--- config.mk ---
export PLATFORM = sky130hd
export DESIGN_NAME = bcd_to_bin
export DESIGN_NICKNAME = d
export VERILOG_FILES = /design/src/rtl/bcd_pkg.sv /design/src/rtl/mul10_add.sv /design/src/rtl/bcd_to_bin.sv
export SDC_FILE = /design/constraint.sdc
export NUM_CORES = 1
export LEC_CHECK = 0
export ABC_AREA = 1
export CORE_ASPECT_RATIO = 0.5
export CORE_MARGIN = 1.5
export CORE_UTILIZATION = 40
export CTS_CLUSTER_DIAMETER = 100
export DETAILED_ROUTE_END_ITERATION = 10
export GPL_TIMING_DRIVEN = 1
export MAX_ROUTING_LAYER = met4
export PLACE_DENSITY_LB_ADDON = 0.15
export SETUP_SLACK_MARGIN = 0.4
export SYNTH_ARGS = -nofsm -noshare
export SYNTH_HDL_FRONTEND = slang
export SYNTH_SLANG_ARGS = --single-unit
--- constraint.sdc ---
create_clock -name clk -period 4.26 [get_ports clk]
set_input_delay 1.065 -clock clk [delete_from_list [all_inputs] [get_ports clk]]
set_output_delay 1.065 -clock clk [all_outputs]
set_load 0.02 [all_outputs]
--- src/rtl/bcd_pkg.sv ---
// Shared definitions for the BCD-to-binary conversion path.
//   state_e   : conversion FSM states
//   DIGIT_W   : width of one BCD digit
//   MAX_DIGIT : largest legal BCD digit value
//   DEF_LIMIT : display-range threshold shared with the binary-to-BCD path
package bcd_pkg;

    typedef enum logic [1:0] {
        S_IDLE = 2'd0,
        S_CONV = 2'd1,
        S_DONE = 2'd2
    } state_e;

    localparam int DIGIT_W   = 4;
    localparam int MAX_DIGIT = 9;
    localparam int DEF_LIMIT = 640;

endpackage

--- src/rtl/mul10_add.sv ---
// Combinational multiply-by-ten and add one digit: res = acc*10 + digit.
//   acc   : running accumulator (WIDTH bits)
//   digit : next BCD digit (DIGIT_W bits)
//   res   : new accumulator value, truncated to WIDTH bits
module mul10_add #(
    parameter int WIDTH   = 10,
    parameter int DIGIT_W = 4
) (
    input  logic [WIDTH-1:0]   acc,
    input  logic [DIGIT_W-1:0] digit,
    output logic [WIDTH-1:0]   res
);

    // acc*10 built from two shifts, kept 4 bits wider than the accumulator
    // so no carry is dropped before the final truncation.
    logic [WIDTH+3:0] acc_w;
    logic [WIDTH+3:0] sum;
    logic             unused_hi;

    assign acc_w     = {4'b0000, acc};
    assign sum       = (acc_w << 3) + (acc_w << 1) + {{(WIDTH+4-DIGIT_W){1'b0}}, digit};
    assign res       = sum[WIDTH-1:0];
    assign unused_hi = ^sum[WIDTH+3:WIDTH];

endmodule

--- src/rtl/bcd_to_bin.sv ---
// Sequential BCD-to-binary converter, one digit per cycle, MSD first.
//   clk, rst_n          : clock, asynchronous active-low reset
//   in_valid / in_ready : input handshake for digits bcd2..bcd0
//   out_valid/out_ready : output handshake for number/err/ovf
//   number              : binary value (0 when err)
//   err                 : some captured digit was above 9
//   ovf                 : number >= LIMIT (only when err=0)
module bcd_to_bin
    import bcd_pkg::*;
#(
    parameter int NDIGITS = 3,
    parameter int WIDTH   = 10,
    parameter int LIMIT   = DEF_LIMIT
) (
    input  logic             clk,
    input  logic             rst_n,
    input  logic             in_valid,
    output logic             in_ready,
    input  logic [3:0]       bcd0,
    input  logic [3:0]       bcd1,
    input  logic [3:0]       bcd2,
    output logic             out_valid,
    input  logic             out_ready,
    output logic [WIDTH-1:0] number,
    output logic             err,
    output logic             ovf
);

    localparam int IDXW = (NDIGITS > 1) ? $clog2(NDIGITS) : 1;

    state_e                            state_q, state_d;
    logic [NDIGITS-1:0][DIGIT_W-1:0]   dig_q, dig_d;
    logic [NDIGITS-1:0][DIGIT_W-1:0]   cap_dig;
    logic [WIDTH-1:0]                  acc_q, acc_d;
    logic [IDXW-1:0]                   idx_q, idx_d;
    logic                              bad_q, bad_d;
    logic [WIDTH-1:0]                  number_q, number_d;
    logic                              err_q, err_d;
    logic                              ovf_q, ovf_d;
    logic [WIDTH-1:0]                  mac;
    logic                              cap_bad;

    // Map the fixed digit ports onto the NDIGITS-wide latch; digit
    // positions beyond the three ports read as zero.
    for (genvar i = 0; i < NDIGITS; i++) begin : g_cap
        if (i == 0) begin : g_d0
            assign cap_dig[i] = bcd0;
        end else if (i == 1) begin : g_d1
            assign cap_dig[i] = bcd1;
        end else if (i == 2) begin : g_d2
            assign cap_dig[i] = bcd2;
        end else begin : g_dz
            assign cap_dig[i] = '0;
        end
    end

    always_comb begin
        cap_bad = 1'b0;
        for (int i = 0; i < NDIGITS; i++) begin
            if (cap_dig[i] > DIGIT_W'(MAX_DIGIT)) cap_bad = 1'b1;
        end
    end

    mul10_add #(
        .WIDTH  (WIDTH),
        .DIGIT_W(DIGIT_W)
    ) u_mac (
        .acc  (acc_q),
        .digit(dig_q[idx_q]),
        .res  (mac)
    );

    always_comb begin
        state_d  = state_q;
        dig_d    = dig_q;
        acc_d    = acc_q;
        idx_d    = idx_q;
        bad_d    = bad_q;
        number_d = number_q;
        err_d    = err_q;
        ovf_d    = ovf_q;
        unique case (state_q)
            S_IDLE: begin
                if (in_valid) begin
                    state_d = S_CONV;
                    dig_d   = cap_dig;
                    acc_d   = '0;
                    idx_d   = IDXW'(NDIGITS - 1);
                    bad_d   = cap_bad;
                end
            end
            S_CONV: begin
                acc_d = mac;
                idx_d = idx_q - 1'b1;
                // Last digit: publish the result in the same edge.
                if (idx_q == '0) begin
                    state_d  = S_DONE;
                    number_d = bad_q ? '0 : mac;
                    err_d    = bad_q;
                    ovf_d    = !bad_q && (mac >= WIDTH'(LIMIT));
                end
            end
            S_DONE: begin
                if (out_ready) state_d = S_IDLE;
            end
            default: state_d = S_IDLE;
        endcase
    end

    always_ff @(posedge clk or negedge rst_n) begin
        if (!rst_n) begin
            state_q  <= S_IDLE;
            dig_q    <= '0;
            acc_q    <= '0;
            idx_q    <= '0;
            bad_q    <= 1'b0;
            number_q <= '0;
            err_q    <= 1'b0;
            ovf_q    <= 1'b0;
        end else begin
            state_q  <= state_d;
            dig_q    <= dig_d;
            acc_q    <= acc_d;
            idx_q    <= idx_d;
            bad_q    <= bad_d;
            number_q <= number_d;
            err_q    <= err_d;
            ovf_q    <= ovf_d;
        end
    end

    assign in_ready  = (state_q == S_IDLE);
    assign out_valid = (state_q == S_DONE);
    assign number    = number_q;
    assign err       = err_q;
    assign ovf       = ovf_q;

endmodule

==> summary.txt, run 1 <==
Yosys
  • Ranking of synthesized cells by area: dfrtp_1, ha_1, nand2_1, inv_1, mux2_2
  • Mapped cell area: 0.00205 mm^2
  • Share of the synthesized area in the top cell type: 46.5%
  • Synth cell types: 29
  • EDFF count, synth: 0
  • Register area share after synthesis: 46.5%
  • Mapped Avg Cell Area: 9.26 um^2
  • Count leader, synth: nand2_1
  • Post-synth top cells: nand2_1, dfrtp_1, inv_1
  • Syn Inst Count: 221
  • Syn Nets: 254
  • Ys async rst share: 100%
  • Syn. warnings: 0
  • Synth area leader: dfrtp_1
  • Count of state elements after synthesis: 38
  • Synth Flop Type: dfrtp_1

Worst setup path
  • Delay-heaviest family, CP: buffers and inverters
  • WP data arrival: 1.51 ns
  • Critical path class: reg -> out
  • Buf+Inv Stages, Crit Path: 1
  • Setup crit end kind: output port
  • Setup crit start kind: flip-flop
  • Slowest cell on the critical path: clkdlybuf4s50_1
  • Crit path max fanout: 4
  • Required @ worst endpoint: 3.19 ns
  • Critical Path Max Stage Delay: 0.62 ns
  • Crit path cell chain: nor2_4 > clkdlybuf4s50_1

Clocking
  • CTS Hold Bufs: 0
  • # H-tree levels: 2
  • CTS resizes: 0
  • Total CTS buffers: 5
  • CTS tree: yes
  • Clk Latency, worst-skew pair: 0.29 ns
  • Clk sinks: 38
  • Root buf cell: clkbuf_8
  • Post-CTS setup buffer count: 0
  • Reg clk slew, reported paths: 0.07 ns
  • Max clock buf depth: 2

STA
  • Tcrit/Tclk final: 60.6%
  • F_max: 388 MHz
  • Worst-Margin Slew: 0.826 ns
  • Clock skew: 0.00821 ns
  • Relative slew slack: 44.9%
  • Final Hold Fails: 0
  • RSZ-0062 raised after global routing: false
  • Crit path time final: 2.58 ns
  • Final WS setup: 1.68 ns
  • Endpoints failing setup: 0
  • Final Max Slew Viols: 0
  • Final TNS setup: 0 ns

Finish
  • Layout cell share with drive strength beyond 1: 10.9%
  • Area Overhead vs Synth: 22.6%
  • Nets@finish: 288
  • Register area: 951 um^2
  • # fillers: 464
  • Antenna diodes: 0
  • Area occupied by multi-input gates: 967 um^2

Run status
  • Status: finished clean

Floorplan
  • Die Y: 53.6 um
  • Initial Util: 41.5%
  • Site Rows: 18
  • # IOs: 30
  • Core area: 0.00493 mm^2
  • Die ar.: 0.00558 mm^2
  • Die width: 104 um

Drt
  • Routed len/inst: 12.7 um
  • DRC violation count after routing: 0
  • Wirelength, routed: 4130 um
  • Via count: 1550
  • Vias per cell: 4.75
  • Detail Route Antenna Nets: 0
  • Pre-antenna DRT Iters: 4
  • Drt initial violations: 43

Placed design
  • Port-buffer cells: 29
  • Worst slack, placed: 1.71 ns
  • Hpwl dp: 3210 um
  • Final RePlAce weighted congestion: 0.891

Worst hold path
  • Hold Path Class: reg -> reg

Global route
  • Largest net degree at the start of global routing: 39
  • Number of global-route vias before repair: 1466
  • Antenna violations before repair: 0
  • Overflow after GRT: 0
  • First-pass GRT wire length: 6980 um
  • GRT Total Usage: 17.0%

Pwr
  • VDD IR max: 0.276 mV
  • Leak pwr: 1.25 nW
  • Pwr dens: 833 mW/mm^2

Flow run
  • Max_cap viols: 0
## final timing paths
| path | from | slack (ns) | end | depth (start not counted) |
|---|---|---|---|---|
| worst max-delay path | state_q[0]$_DFFE_PN0P_ | 1.68 | in_ready | 2 |
| worst min-delay path | number[5]$_DFFE_PN0P_ | 0.49 | number[5]$_DFFE_PN0P_ | 2 |
| worst max register to register | idx_q[0]$_DFFE_PN0P_ | 1.68 | ovf$_DFFE_PN0P_ | 13 |
| worst min register to register | number[5]$_DFFE_PN0P_ | 0.49 | number[5]$_DFFE_PN0P_ | 2 |
| max in group asynchronous | rst_n | 2.86 | err$_DFFE_PN0P_ | 1 |
| min in group asynchronous | rst_n | 0.87 | dig_q[0]$_DFFE_PN0P_ | 1 |
## cell families (layout without fill, tap and decap cells)
kind of cell / count (synthesis) / count (layout) / synth area share, %
AND/OR/NAND/NOR: 82 / 82 / 18.8
multiplexers: 10 / 10 / 5.68
flip-flops: 38 / 38 / 46.5
XOR/XNOR: 2 / 2 / 0.856
adder cells (fa/ha/maj): 17 / 17 / 11.1
AO/OA/AOI/OAI: 40 / 40 / 10.8
buffers and inverters: 32 / 67 / 6.30
## state kept, by name, summed over array words and instances (netlist names)
register and count:
idx_q 2, bad_q 1, number 10, acc_q 9, err 1, dig_q 12
ovf 1, state_q 2
## where the power goes
group	total, mW	switching [mW]	internal [mW]
clock	0.301	0.126	0.175
combinational	1.14	0.669	0.476
sequential	0.645	0.121	0.524
## worst register-to-register path: stages (launching register included)
cell       delay, ns
dfrtp_1         0.45
inv_1           0.14
nor2_1          0.11
a2bb2oi_1       0.23
fa_1            0.49
fa_1            0.47
inv_1           0.09
nand3_1         0.10
nand3_1         0.08
nand2_1         0.05
nand2_1         0.09
nand2_1         0.06
nand2_1         0.07
nand2_1         0.05
## placed cells by master, fill, tap and decap left out, drive strengths merged
cell and count:
a22oi 2, mux2 10, bufinv 1, nand3b 2
a21oi 7, clkbuf 7, ha 15, a2bb2oi 1
o21ai 23, a21o 1, nand3 7, o22ai 4
clkdlybuf4s50 28, a31oi 1, o31ai 1, xor2 2
nor2 17, fa 2, buf 1, nand4 1
nand2 54, or2 1, dfrtp 38, inv 30
## cell type report
class | count | area share [%]
inverter | 30 | 4.49
tap | 70 | 3.49
timing repair buffer | 29 | 11.4
sequential | 38 | 37.9
multi-input combinational | 151 | 38.5
clock inverter | 1 | 1.20
clock buffer | 7 | 3.04
## per-layer routing
layer  global-route usage [%]  share of wire [%]
met4                     4.86                1.1
met1                     21.2                 49
met2                     28.1                 47
met3                     4.48                3.2
met5                        -                  0
## stage by stage
stage | area, um^2 | total power, mW | instances | hold WS, ns | util, %
2_1_floorplan | 2050 | 1.47 | 221 | 0.454 | -
3_3_place_gp | 2400 | 1.77 | 318 | 0.466 | 48.7
3_5_place_dp | 2400 | 1.81 | 318 | 0.469 | 48.7
4_1_cts | 2510 | 2.11 | 326 | 0.488 | 50.9
5_1_grt | 2510 | 2.29 | 326 | 0.516 | 50.9
6_report | 2510 | 2.09 | 326 | 0.493 | 50.9
Power figures use the tool's default switching activity.
==> inputs of run 2 (changes only) <==
==> constraint.sdc (replaced) <==
create_clock -name clk -period 2.1 [get_ports clk]
set_input_delay 0.525 -clock clk [delete_from_list [all_inputs] [get_ports clk]]
set_output_delay 0.525 -clock clk [all_outputs]
set_load 0.02 [all_outputs]
==> run 2 against run 1 <==
The run now ends with setup timing left; clock power grew 77%; sequential share of layout area down 2.4 points; final cell count is 3.1% higher.
==> summary.txt, run 2 (synthesis gave the netlist of run 1 again) <==
Run status
  • Status: complete, but fails checks (was finished clean)
  • Failing checks: setup timing

Floorplan
  • # IOs: 30 (unchanged)
  • Die Y: 53.6 um (unchanged)
  • Die ar.: 0.00558 mm^2 (unchanged)
  • Initial Util: 41.5% (unchanged)
  • Site Rows: 18 (unchanged)
  • Die width: 104 um (unchanged)
  • Core area: 0.00493 mm^2 (unchanged)

Finish
  • Most frequent cells in the layout: nand2_1, dfrtp_1, inv_1, clkdlybuf4s50_1 (was nand2_1, dfrtp_1, clkdlybuf4s50_1, inv_1, ha_1)
  • Area occupied by multi-input gates: 0.00109 mm^2 (was 967 um^2)
  • Register with the most flip-flops: dig_q (unchanged)
  • Register area: 952 um^2 (was 951 um^2)
  • Nets@finish: 298 (was 288)
  • Antenna diodes: 0 (unchanged)
  • Layout cell share with drive strength beyond 1: 26.7% (was 10.9%)
  • Most common cell after layout, fill and taps aside: nand2_1 (unchanged)
  • Area Overhead vs Synth: 31.2% (was 22.6%)
  • # fillers: 469 (was 464)
  • Largest register FFs: 12 (unchanged)

STA
  • Final Max Slew Viols: 0 (unchanged)
  • Final Hold Fails: 0 (unchanged)
  • Worst-Margin Slew: 0.487 ns (was 0.826 ns)
  • Final WS setup: -0.221 ns (was 1.68 ns)
  • Relative slew slack: 67.5% (was 44.9%)
  • Endpoints failing setup: 12 (was 0)
  • Clock skew: 0.00744 ns (was 0.00821 ns)
  • RSZ-0062 raised after global routing: true (was false)
  • F_max: 431 MHz
  • Crit path time final: 2.32 ns
  • Tcrit/Tclk final: 111%

Worst setup path
  • WP data arrival: 2.52 ns (was 1.51 ns)
  • Setup crit start kind: flip-flop (unchanged)
  • Critical path class: reg -> reg (was reg -> out)
  • Required @ worst endpoint: 2.29 ns (was 3.19 ns)
  • Crit path max fanout: 6 (was 4)
  • Slowest cell on the critical path: fa_1 (was clkdlybuf4s50_1)
  • Buf+Inv Stages, Crit Path: 2 (was 1)
  • CP dominant cell by count: nand2_1
  • Critical Path Max Stage Delay: 0.52 ns (was 0.62 ns)
  • Setup crit end kind: flip-flop (was output port)
  • R2R cell count: 15 (was 13)
  • Crit path cell chain: inv_2 > nor2_2 > a2bb2oi_2 > fa_1 > inv_1 > ha_1 > nand2_1 > nand2_2 > nand3b_1 > nand2_1 > nand2_1 > nand2_2 > nand2_1 > nand2_1 > nand2_1 (was nor2_4 > clkdlybuf4s50_1)
  • Delay-heaviest family, CP: adder cells (was buffers and inverters)
  • CP Depth: 15 (was 2)

Global route
  • Number of global-route vias before repair: 1590 (was 1466)
  • First-pass GRT wire length: 7340 um (was 6980 um)
  • Largest net degree at the start of global routing: 39 (unchanged)
  • Antenna violations before repair: 0 (unchanged)
  • GRT Total Usage: 17.9% (was 17.0%)
  • Overflow after GRT: 0 (unchanged)

Drt
  • Drt initial violations: 51 (was 43)
  • Routed len/inst: 13.0 um (was 12.7 um)
  • Pre-antenna DRT Iters: 4 (unchanged)
  • Vias per cell: 4.73 (was 4.75)
  • DRC violation count after routing: 0 (unchanged)
  • Detail Route Antenna Nets: 0 (unchanged)
  • Via count: 1589 (was 1550)
  • Wirelength, routed: 4370 um (was 4130 um)

Clocking
  • Max clock buf depth: 2 (unchanged)
  • Root buf cell: clkbuf_8 (unchanged)
  • Total CTS buffers: 5 (unchanged)
  • Clk sinks: 38 (unchanged)
  • # H-tree levels: 2 (unchanged)
  • Reg clk slew, reported paths: 0.08 ns (was 0.07 ns)
  • CTS tree: yes (unchanged)
  • Clk Latency, worst-skew pair: 0.30 ns (was 0.29 ns)

Placed design
  • Worst slack, placed: -0.266 ns (was 1.71 ns)
  • Hpwl dp: 3260 um (was 3210 um)
  • Final RePlAce weighted congestion: 0.921 (was 0.891)
  • Port-buffer cells: 29 (unchanged)

Pwr
  • Leak pwr: 1.36 nW (was 1.25 nW)
  • Pwr dens: 1740 mW/mm^2 (was 833 mW/mm^2)
  • Tot Pwr: 4.68 mW (was 2.09 mW)
  • VDD IR max: 0.640 mV (was 0.276 mV)

Flow run
  • Max_cap viols: 0 (unchanged)

Worst hold path
  • Hold Path Class: in -> async (was reg -> reg)
[run 2: area by class of cell]
| cell class | instances | area share (%) |
|---|---|---|
| clock inverter | 2 | 0.466 |
| multi-input combinational | 151 | 40.7 |
| timing repair buffer | 39 | 12.9 |
| tap | 70 | 3.26 |
| sequential | 38 | 35.4 |
| inverter | 30 | 4.19 |
| clock buffer | 6 | 3.07 |
[run 2: timing repair]
item | CTS | global route
pin swaps | 6 | 7
hold buffers | 0 | 0
setup buffers | 1 | 2
setup endpoints to repair | 29 | 18
gates resized for setup | 25 | 19
[run 2: layer usage]
metal,wire (um),global-route usage (%),vias to the layer above
met5,0,-,-
met4,25,5.56,0
met3,104,4.48,2
met2,2090,31.0,21
met1,2150,21.5,757
li1,-,-,809
[run 2: path summary, 6_finish.rpt]
check                                       from                    end  slack, ns
setup / recovery            idx_q[0]$_DFFE_PN0P_        ovf$_DFFE_PN0P_      -0.22
hold / removal                             rst_n  number[5]$_DFFE_PN0P_       0.26
setup reg to reg            idx_q[0]$_DFFE_PN0P_        ovf$_DFFE_PN0P_      -0.22
hold reg to reg            number[5]$_DFFE_PN0P_  number[5]$_DFFE_PN0P_       0.48
max in group asynchronous                  rst_n   idx_q[0]$_DFFE_PN0P_       1.46
min in group clk           number[5]$_DFFE_PN0P_  number[5]$_DFFE_PN0P_       0.48
[run 2: stage by stage]
stage	hold slack [ns]	std cells	instance area [um^2]	setup TNS [ns]	utilization, %
CTS	0.277	334	2590	-1.54	52.6
floorplan	0.229	221	2070	-0.169	-
global route	0.309	336	2690	-3.13	54.5
finish	0.261	336	2690	-1.70	54.5
detailed placement	0.473	325	2480	-1.89	50.3
global placement	0.466	325	2480	-1.15	50.3
[run 2: where the power goes]
part	internal (mW)	leakage, nW	switching [mW]
Sequential	1.07	0.472	0.246
Combinational	1.22	0.842	1.62
Clock	0.264	0.0472	0.271
Total	2.55	1.36	2.13
==> inputs of run 3 (changes only) <==
--- a/config.mk
+++ b/config.mk
@@ -10,11 +10,13 @@
 export CORE_MARGIN = 1.5
 export CORE_UTILIZATION = 40
 export CTS_CLUSTER_DIAMETER = 100
+export CTS_CLUSTER_SIZE = 40
 export DETAILED_ROUTE_END_ITERATION = 10
 export GPL_TIMING_DRIVEN = 1
 export MAX_ROUTING_LAYER = met4
-export PLACE_DENSITY_LB_ADDON = 0.15
+export PLACE_DENSITY = 0.62
 export SETUP_SLACK_MARGIN = 0.4
+export SKIP_CTS_REPAIR_TIMING = 1
 export SYNTH_ARGS = -nofsm -noshare
 export SYNTH_HDL_FRONTEND = slang
 export SYNTH_SLANG_ARGS = --single-unit
==> run 3 against run 2 <==
Worst setup slack got worse by 0.075 ns; the flow still finishes with violations (setup timing); combinational power decreased by 7.0%; sequential share of layout area about the same; non-clock buffer count unchanged; clock-buffer cell count unchanged; critical path type unchanged.
==> summary.txt, run 3 (synthesis gave the netlist of run 1 again) <==
Floorplan
  • # IOs: 30 (unchanged)
  • Die Y: 53.6 um (unchanged)
  • Core area: 0.00493 mm^2 (unchanged)
  • Die ar.: 0.00558 mm^2 (unchanged)
  • Site Rows: 18 (unchanged)
  • Initial Util: 41.5% (unchanged)
  • Die width: 104 um (unchanged)

Worst setup path
  • CP Depth: 13 (was 15)
  • R2R cell count: 13 (was 15)
  • Crit path max fanout: 6 (unchanged)
  • Critical path class: reg -> reg (unchanged)
  • WP data arrival: 2.57 ns (was 2.52 ns)
  • Slowest cell on the critical path: dfrtp_2 (was fa_1)
  • Delay-heaviest family, CP: adder cells (unchanged)
  • Required @ worst endpoint: 2.27 ns (was 2.29 ns)
  • CP dominant cell by count: nand2_1 (unchanged)
  • Buf+Inv Stages, Crit Path: 2 (unchanged)
  • Setup crit end kind: flip-flop (unchanged)
  • Critical Path Max Stage Delay: 0.48 ns (was 0.52 ns)
  • Crit path cell chain: o21ai_2 > a2bb2oi_2 > fa_1 > buf_4 > fa_2 > inv_2 > nand3_2 > nand3_2 > nand2_1 > nand2_2 > nand2_1 > nand2_1 > nand2_1 (was inv_2 > nor2_2 > a2bb2oi_2 > fa_1 > inv_1 > ha_1 > nand2_1 > nand2_2 > nand3b_1 > nand2_1 > nand2_1 > nand2_2 > nand2_1 > nand2_1 > nand2_1)
  • Flop-to-flop setup slack: -0.30 ns (was -0.22 ns)
  • Setup crit start kind: flip-flop (unchanged)

Global route
  • Largest net degree at the start of global routing: 39 (unchanged)
  • Number of global-route vias before repair: 1638 (was 1590)
  • Antenna violations before repair: 0 (unchanged)
  • Overflow after GRT: 0 (unchanged)
  • First-pass GRT wire length: 7450 um (was 7340 um)
  • GRT Total Usage: 17.8% (was 17.9%)

Drt
  • Detail Route Antenna Nets: 0 (unchanged)
  • Via count: 1613 (was 1589)
  • Routed len/inst: 13.4 um (was 13.0 um)
  • Vias per cell: 4.81 (was 4.73)
  • Wirelength, routed: 4500 um (was 4370 um)
  • Drt initial violations: 57 (was 51)
  • DRC violation count after routing: 0 (unchanged)
  • Pre-antenna DRT Iters: 4 (unchanged)

Finish
  • Nets@finish: 298 (unchanged)
  • Most common cell after layout, fill and taps aside: nand2_1 (unchanged)
  • Largest register FFs: 12 (unchanged)
  • Area Overhead vs Synth: 31.4% (was 31.2%)
  • Register with the most flip-flops: dig_q (unchanged)
  • Antenna diodes: 0 (unchanged)
  • Layout cell share with drive strength beyond 1: 23.0% (was 26.7%)
  • Final instance area: 0.00269 mm^2 (about the same)
  • Most frequent cells in the layout: nand2_1, dfrtp_1, inv_1, ha_1, clkdlybuf4s50_1 (was nand2_1, dfrtp_1, inv_1, clkdlybuf4s50_1)

Clocking
  • Max clock buf depth: 2 (unchanged)
  • Root buf cell: clkbuf_8 (unchanged)
  • Total CTS buffers: 5 (unchanged)
  • Clk sinks: 38 (unchanged)
  • CTS tree: yes (unchanged)
  • Clk Latency, worst-skew pair: 0.28 ns (was 0.30 ns)
  • # H-tree levels: 2 (unchanged)
  • Reg clk slew, reported paths: 0.08 ns (about the same)

Run status
  • Status: complete, but fails checks (unchanged)
  • Failing checks: setup timing (unchanged)

STA
  • Clock skew: 0.00596 ns (was 0.00744 ns)
  • F_max: 417 MHz (was 431 MHz)
  • RSZ-0062 raised after global routing: true (unchanged)
  • Endpoints failing setup: 14 (was 12)
  • Final WS setup: -0.296 ns (was -0.221 ns)
  • Tcrit/Tclk final: 114% (was 111%)
  • Crit path time final: 2.40 ns (was 2.32 ns)
  • Final Max Slew Viols: 0 (unchanged)
  • Final Hold Fails: 0 (unchanged)
  • Worst-Margin Slew: 0.499 ns (was 0.487 ns)
  • Final TNS setup: -2.34 ns (was -1.70 ns)
  • Relative slew slack: 66.8% (was 67.5%)

Placed design
  • Post-DP Area: 0.00247 mm^2 (was 0.00248 mm^2)
  • Worst slack, placed: -0.315 ns (was -0.266 ns)
  • Final RePlAce weighted congestion: 0.835 (was 0.921)
  • Hpwl dp: 3360 um (was 3260 um)
  • Port-buffer cells: 29 (unchanged)

Worst hold path
  • Hold Path Class: in -> async (unchanged)

Pwr
  • VDD IR max: 0.600 mV (was 0.640 mV)
  • Tot Pwr: 4.60 mW (was 4.68 mW)
  • Pwr dens: 1710 mW/mm^2 (was 1740 mW/mm^2)
  • Leak pwr: 1.52 nW (was 1.36 nW)

Flow run
  • Max_cap viols: 0 (unchanged)
-- run 3: cell count changes in the layout (fill, tap and decap cells not counted), moves of 2 or more --
| cell | delta |
|---|---|
| dlygate4sd2_1 | -13 |
| dlymetal6s2s_1 | +13 |
| ha_4 | -2 |
| inv_2 | -2 |
| nand2_1 | +2 |
| nand2_2 | -2 |
| o21ai_0 | +2 |
| o21ai_2 | -2 |
-- run 3: metal layers --
metal	wire (um)	vias to the layer above	GRT usage, %
met5	0	-	-
met4	0	0	3.70
met3	149	0	4.36
met2	2290	29	32.5
met1	2060	766	20.8
li1	-	818	-
-- run 3: cell type report --
type                       instances  area (um^2)
fill                             442         2240
inverter                          30          115
timing repair buffer              39          388
multi-input combinational        151         1030
clock buffer                       6         82.6
tap                               70         87.6
sequential                        38          952
clock inverter                     1         30.0
-- run 3: through the flow --
stage	util, %	cells	hold WS, ns
floorplan	-	221	0.229
global placement	50.1	324	0.469
detailed placement	50.1	324	0.465
CTS	52.4	331	0.302
global route	54.5	335	0.327
finish	54.5	335	0.291
-- run 3: power breakdown --
group	switching, mW	total, mW	internal (mW)
clock network	0.247	0.627	0.380
logic	1.50	2.64	1.14
registers	0.267	1.33	1.07
-- run 3: path summary, 6_finish.rpt --
check / from / endpoint
hold reg to reg: number[5]$_DFFE_PN0P_ / number[5]$_DFFE_PN0P_
min in group clk: number[5]$_DFFE_PN0P_ / number[5]$_DFFE_PN0P_
max in group asynchronous: rst_n / idx_q[0]$_DFFE_PN0P_
setup / recovery: idx_q[0]$_DFFE_PN0P_ / ovf$_DFFE_PN0P_
hold / removal: rst_n / acc_q[7]$_DFFE_PN0P_
setup reg to reg: idx_q[0]$_DFFE_PN0P_ / ovf$_DFFE_PN0P_
